### config.mk
export PLATFORM = sky130hd
export DESIGN_NAME = idli_sync_m
export DESIGN_NICKNAME = d
export VERILOG_FILES = /design/src/rtl/idli_pkg.sv /design/src/rtl/idli_sync_ctr_m.sv /design/src/rtl/idli_sync_m.sv
export SDC_FILE = /design/constraint.sdc
export NUM_CORES = 1
export LEC_CHECK = 0
export CORE_AREA = 8 8 45 47
export CTS_CLUSTER_SIZE = 12
export DETAILED_ROUTE_END_ITERATION = 12
export DIE_AREA = 0 0 53 55
export PLACE_DENSITY = 0.74
export SYNTH_ARGS = -nofsm -noshare
export SYNTH_HDL_FRONTEND = slang
export SYNTH_SLANG_ARGS = --single-unit
### constraint.sdc
create_clock -name i_sync_gck -period 2.45 [get_ports i_sync_gck]
set_clock_uncertainty 0.1 [all_clocks]
set_input_delay 0.6125 -clock i_sync_gck [delete_from_list [all_inputs] [get_ports i_sync_gck]]
set_output_delay 0.6125 -clock i_sync_gck [all_outputs]
set_load 0.005 [all_outputs]
### src/rtl/idli_pkg.sv
// Shared types and default geometry for the idli core.
package idli_pkg;

    localparam int unsigned DATA_W  = 16;
    localparam int unsigned SLICE_W = 4;
    localparam int unsigned SLICES  = DATA_W / SLICE_W;
    localparam int unsigned CTR_W   = $clog2(SLICES);

    typedef logic [CTR_W-1:0] ctr_t;

    typedef enum logic [1:0] {
        SyncInit,
        SyncRun,
        SyncStall,
        SyncFlush
    } sync_state_t;

endpackage

### src/rtl/idli_sync_ctr_m.sv
// Slice counter with advance enable, slice decode and a clearable word counter.
module idli_sync_ctr_m
    import idli_pkg::*;
#(
    parameter int unsigned NUM_SLICES = 4,
    parameter int unsigned CTR_W      = $clog2(NUM_SLICES),
    parameter int unsigned WCNT_W     = 2
) (
    input  logic              i_clk,
    input  logic              i_rst_n,
    input  logic              i_adv,
    input  logic              i_wcnt_clr,
    input  logic              i_wcnt_inc,
    output logic [CTR_W-1:0]  o_ctr,
    output logic              o_first,
    output logic              o_last,
    output logic              o_word_end,
    output logic [WCNT_W-1:0] o_wcnt
);

    localparam logic [CTR_W-1:0] LastCtr = CTR_W'(NUM_SLICES - 1);

    logic [CTR_W-1:0]  ctr_q, ctr_d;
    logic [WCNT_W-1:0] wcnt_q, wcnt_d;

    always_comb begin
        ctr_d = ctr_q;
        if (i_adv) begin
            ctr_d = (ctr_q == LastCtr) ? '0 : ctr_q + 1'b1;
        end

        // Clear wins over increment so a terminal word_end lands on zero.
        wcnt_d = wcnt_q;
        if (i_wcnt_clr) begin
            wcnt_d = '0;
        end else if (i_wcnt_inc) begin
            wcnt_d = wcnt_q + 1'b1;
        end
    end

    always_ff @(posedge i_clk or negedge i_rst_n) begin
        if (!i_rst_n) begin
            ctr_q  <= '0;
            wcnt_q <= '0;
        end else begin
            ctr_q  <= ctr_d;
            wcnt_q <= wcnt_d;
        end
    end

    assign o_ctr      = ctr_q;
    assign o_first    = (ctr_q == '0);
    assign o_last     = (ctr_q == LastCtr);
    assign o_word_end = o_last && i_adv;
    assign o_wcnt     = wcnt_q;

endmodule

### src/rtl/idli_sync_m.sv
// Core sync/control: slice sequencing with post-reset warm-up, word-boundary
// stall and redirect flush, plus the per-stage instruction valid pipeline.
module idli_sync_m
    import idli_pkg::*;
#(
    parameter int unsigned DATA_W      = 16,
    parameter int unsigned SLICE_W     = 4,
    parameter int unsigned INIT_WORDS  = 2,
    parameter int unsigned FLUSH_WORDS = 1,
    parameter int unsigned NUM_STAGES  = 2
) (
    input  logic                                  i_sync_gck,
    input  logic                                  i_sync_rst_n,
    input  logic                                  i_sync_stall,
    input  logic                                  i_sync_redirect,
    input  logic                                  i_sync_instr_vld,
    output logic [$clog2(DATA_W/SLICE_W)-1:0]     o_sync_ctr,
    output logic                                  o_sync_first,
    output logic                                  o_sync_last,
    output logic                                  o_sync_word_end,
    output logic                                  o_sync_run,
    output logic                                  o_sync_sqi_redirect,
    output logic [NUM_STAGES-1:0]                 o_sync_stage_vld
);

    localparam int unsigned NSLICES   = DATA_W / SLICE_W;
    localparam int unsigned CW        = $clog2(NSLICES);
    localparam int unsigned WORDS_MAX = (INIT_WORDS > FLUSH_WORDS) ? INIT_WORDS : FLUSH_WORDS;
    localparam int unsigned WCNT_W    = $clog2(WORDS_MAX + 1);

    sync_state_t           state_q;
    logic                  pend_q;
    logic [NUM_STAGES-1:0] stage_vld_q;
    logic [NUM_STAGES-1:0] vld_shift;

    logic              adv, first, last, word_end;
    logic [WCNT_W-1:0] wcnt;
    logic              pend_eff, init_done, flush_done, enter_flush;
    logic              wcnt_clr, wcnt_inc;

    idli_sync_ctr_m #(
        .NUM_SLICES (NSLICES),
        .CTR_W      (CW),
        .WCNT_W     (WCNT_W)
    ) u_ctr (
        .i_clk      (i_sync_gck),
        .i_rst_n    (i_sync_rst_n),
        .i_adv      (adv),
        .i_wcnt_clr (wcnt_clr),
        .i_wcnt_inc (wcnt_inc),
        .o_ctr      (o_sync_ctr),
        .o_first    (first),
        .o_last     (last),
        .o_word_end (word_end),
        .o_wcnt     (wcnt)
    );

    if (NUM_STAGES == 1) begin : g_vld_one
        assign vld_shift = i_sync_instr_vld;
    end else begin : g_vld_many
        assign vld_shift = {stage_vld_q[NUM_STAGES-2:0], i_sync_instr_vld};
    end

    always_comb begin
        adv         = (state_q != SyncStall) || !i_sync_stall;
        // A redirect on the deciding word_end counts as already pending.
        pend_eff    = pend_q || i_sync_redirect;
        init_done   = (wcnt == WCNT_W'(INIT_WORDS - 1));
        flush_done  = (wcnt == WCNT_W'(FLUSH_WORDS - 1));
        enter_flush = 1'b0;
        wcnt_clr    = 1'b0;
        wcnt_inc    = 1'b0;
        if (word_end) begin
            case (state_q)
                SyncInit: begin
                    wcnt_inc = 1'b1;
                    if (init_done) begin
                        wcnt_clr    = 1'b1;
                        enter_flush = pend_eff;
                    end
                end
                SyncRun: begin
                    enter_flush = pend_eff;
                end
                SyncFlush: begin
                    wcnt_inc    = 1'b1;
                    enter_flush = pend_eff;
                    wcnt_clr    = flush_done;
                end
                default: ;
            endcase
            if (enter_flush) begin
                wcnt_clr = 1'b1;
            end
        end
    end

    always_ff @(posedge i_sync_gck or negedge i_sync_rst_n) begin
        if (!i_sync_rst_n) begin
            state_q     <= SyncInit;
            pend_q      <= 1'b0;
            stage_vld_q <= '0;
        end else begin
            pend_q <= enter_flush ? 1'b0 : pend_eff;
            case (state_q)
                SyncInit: begin
                    if (word_end && init_done) begin
                        state_q <= pend_eff ? SyncFlush : SyncRun;
                    end
                end
                SyncRun: begin
                    if (word_end) begin
                        if (pend_eff) begin
                            state_q     <= SyncFlush;
                            stage_vld_q <= '0;
                        end else begin
                            stage_vld_q <= vld_shift;
                            if (i_sync_stall) begin
                                state_q <= SyncStall;
                            end
                        end
                    end
                end
                SyncStall: begin
                    if (!i_sync_stall) begin
                        state_q <= SyncRun;
                    end
                end
                SyncFlush: begin
                    if (word_end && !pend_eff && flush_done) begin
                        state_q <= SyncRun;
                    end
                end
                default: state_q <= SyncInit;
            endcase
        end
    end

    assign o_sync_first        = first;
    assign o_sync_last         = last;
    assign o_sync_word_end     = word_end;
    assign o_sync_run          = (state_q == SyncRun);
    assign o_sync_sqi_redirect = (state_q == SyncFlush) && first && (wcnt == '0);
    assign o_sync_stage_vld    = stage_vld_q;

endmodule

==> flow_summary.toml <==
[run_status]
status = "complete, no violations"

[route]
route.met3.wl_um = 104
drtIter0Drc = 7
drtPass1Iterations = 4
wire_per_inst_um = 13.54
routed_wl_mm = 1.327
route.detailed.drc = 0
via_count = 503
top_layer_used = "met4"
drtAntennaViolNets = 0
wl_met1_um = 576
routed_via_density = 5.133
route.met2.wl_um = 637

[worst_setup_path]
cp.arrival_ns = 1.63
critPathBufInv = 2
crit_path_start_kind = "flop"
cpMaxStageDelayCell = "clkdlybuf4s50_1"
crit_fanout = 3
reg2reg_depth = 6
worstSetupPathType = "reg2out"
r2r_start = "state_q[0]$_DFFE_PN0P_"
slowest_delay_ns = 0.51
r2r_end = "u_ctr.o_wcnt[0]$_DFFE_PN0P_"
crit_chain = "inv_1 -> ha_2 -> a21boi_4 -> clkdlybuf4s50_1"
r2r_slack_ns = 0.67
cp_top_family = "buffers and inverters"
crit_required_ns = 1.74
end_kind = "output port"

[logic_synthesis]
synthTopCellsByArea = "dfrtp_1, ha_1, nand2_1"
netlist_area_um2 = 601.8
syn_avg_cell_area_um2 = 9.707
yosys_register_bits = 9
synthXorXnorAreaFrac_pct = 0
synth_top_family_by_area = "compound AO/OA/AOI/OAI gates"
synth_compound_area_share_pct = 21.21
synth.area.mux_share_pct = 3.534
ys_seq_area_share_pct = 37.42
synth_fa_ha_area_share_pct = 18.71
synthDistinctLibCells = 25
synth_top_area_share_pct = 37.42
syn_inst = 62
synthSimpleGateAreaFrac_pct = 13.51
synthesis.nets = 76
synth_area_leader_cell = "dfrtp_1"
yosysWarnings = 0

[sta]
setup_viol = 0
max_slew_margin_pct = 71.62
fin_crit_ns = 2.347
rsz0062_at_grt = "false"
hold_viol_final = 0
final.period_utilization_pct = 95.78
tightest_slew_ns = 0.4243
timing.fmax_mhz = 426.2
report.final.slew_viol_count = 0

[min_path]
worstHoldStart = "o_sync_stage_vld[1]$_DFFE_PN0P_"
hold_depth = 2
min_path_type = "reg2reg"
whs_endpoint = "o_sync_stage_vld[1]$_DFFE_PN0P_"

[final_layout]
area_growth_pct = 33.26
seqCellArea_um2 = 225.2
antennaDiodeCount = 0
drive_gt1_share_pct = 17.07
final_cells = 98
final_area_um2 = 802.0
fillers = 131
final_util_pct = 57.96
layout.nets = 97
multi_input_area_um2 = 345.3

[global_routing]
grt_pass1_wl_mm = 2.070
antenna_found_initial = 0
grt.overflow.total = 0
grt_pass1_vias = 487
track_usage_pct = 9.736
grt_max_degree = 10

[pwr]
vdd_ir_drop_max_uv = 548.6
p_per_area_nw_per_um2 = 1251
p_leak_uw = 0.0003654
power.total_uw = 1004

[placement]
gp_congestion = 0.7980
io_buffers = 13
numPlacedInstances = 93
place_area_um2 = 767.0
hpwl_mm = 1.041

[clock_tree]
clock_latency_ns = 0.26
cts.reportedPaths.clkPinSlew_ns = 0.07
cts_sinks = 9
cts.path.max_buffers = 2
cts_buffers = 3
cts-root-buf = "clkbuf_4"
cts_max_level = 1
cts_tree = "yes"

[floorplan]
io_pins = 14
dieArea_um2 = 2915
die-height_um = 55
fp.coreArea_um2 = 1384
row_count = 14
initial_core_util_pct = 43.49
die_x_um = 53

[run]
cap_violations = 0
==> report_power, final <==
group	internal [uW]	leakage (uW)	switching (uW)
sequential	209	0.000111	49.7
combinational	330	0.000240	300
clock	62.7	0.0000150	52.2
total	602	0.000365	402
==> registers in the layout (all words and copies together), names as in the netlist <==
| register | cells |
|---|---|
| state_q | 2 |
| o_sync_stage_vld | 2 |
| u_ctr.o_wcnt | 2 |
| pend_q | 1 |
| u_ctr.o_ctr | 2 |
==> cells in the mapped netlist (all sizes together) <==
master and n:
nor3b 1, nor2 2, a2111oi 1, a2bb2oi 1
nand2 10, dfrtp 9, o21ai 6, a21oi 1
a31oi 1, and3 1, a22oi 1, a211oi 1
mux2 1, ha 9, a22o 1, o31ai 1
nor3 2, a21boi 3, inv 9, mux2i 1
==> metal layers <==
layer	global-route usage (%)	vias to the layer above
li1	-	255
met1	9.133	235
met2	17.58	11
met3	5.882	2
met4	2.586	0
met5	0	-
==> cell families after synthesis <==
group           count (synthesis)
buf+inv                         9
compound gates                 17
flops                           9
mux                             2
simple gates                   16
fa+ha+maj                       9
==> timing repair <==
action	in CTS	in global routing
endpoints found under the setup margin	1	1
setup buffers	0	1
gates resized for setup	1	1
hold buffers	0	0
==> area by class of cell <==
cell class,count,area share (%)
clock buffer,4,3.276
inverter,9,4.212
multi-input combinational,44,43.06
sequential,9,28.08
tap,16,2.496
timing repair buffer,16,18.88
==> cell usage in the layout, fill, tap and decap left out, types with 3 or more instances in the layout <==
master,count
clkbuf_4,3
dfrtp_1,9
buf_4,3
inv_1,8
o21ai_0,6
clkdlybuf4s50_1,12
nand2_1,10
ha_1,8
==> worst register-to-register path: stages, from the launching register on <==
cell	delay (ns)
dfrtp_1	0.41
buf_4	0.15
ha_1	0.26
a211oi_1	0.25
nor3_2	0.09
o21ai_0	0.24
mux2_2	0.20
==> through the flow <==
stage	hold slack, ns	setup slack, ns	TNS (ns)
6_report	0.3980	0.1035	0
5_1_grt	0.4263	0.04242	0
4_1_cts	0.3990	0.008201	0
3_5_place_dp	0.3847	-0.04480	-0.04480
3_3_place_gp	0.3746	-0.01922	-0.01922
2_1_floorplan	0.2169	0.8584	0
==> how the worst max path moves through the flow <==
| stage | start | to | slack [ns] | depth (start not counted) |
|---|---|---|---|---|
| after detailed placement | i_sync_stall | o_sync_word_end | -0.04 | 3 |
| after floorplan | state_q[0]$_DFFE_PN0P_ | o_sync_word_end | 0.86 | 3 |
| after global placement | i_sync_stall | o_sync_word_end | -0.02 | 3 |
| after CTS | state_q[0]$_DFFE_PN0P_ | o_sync_word_end | 0.008 | 4 |
| final | state_q[0]$_DFFE_PN0P_ | o_sync_word_end | 0.10 | 4 |
| after global routing | u_ctr.o_ctr[0]$_DFFE_PN0P_ | o_sync_word_end | 0.04 | 3 |
No activity file was read; power rests on OpenSTA's default activity.
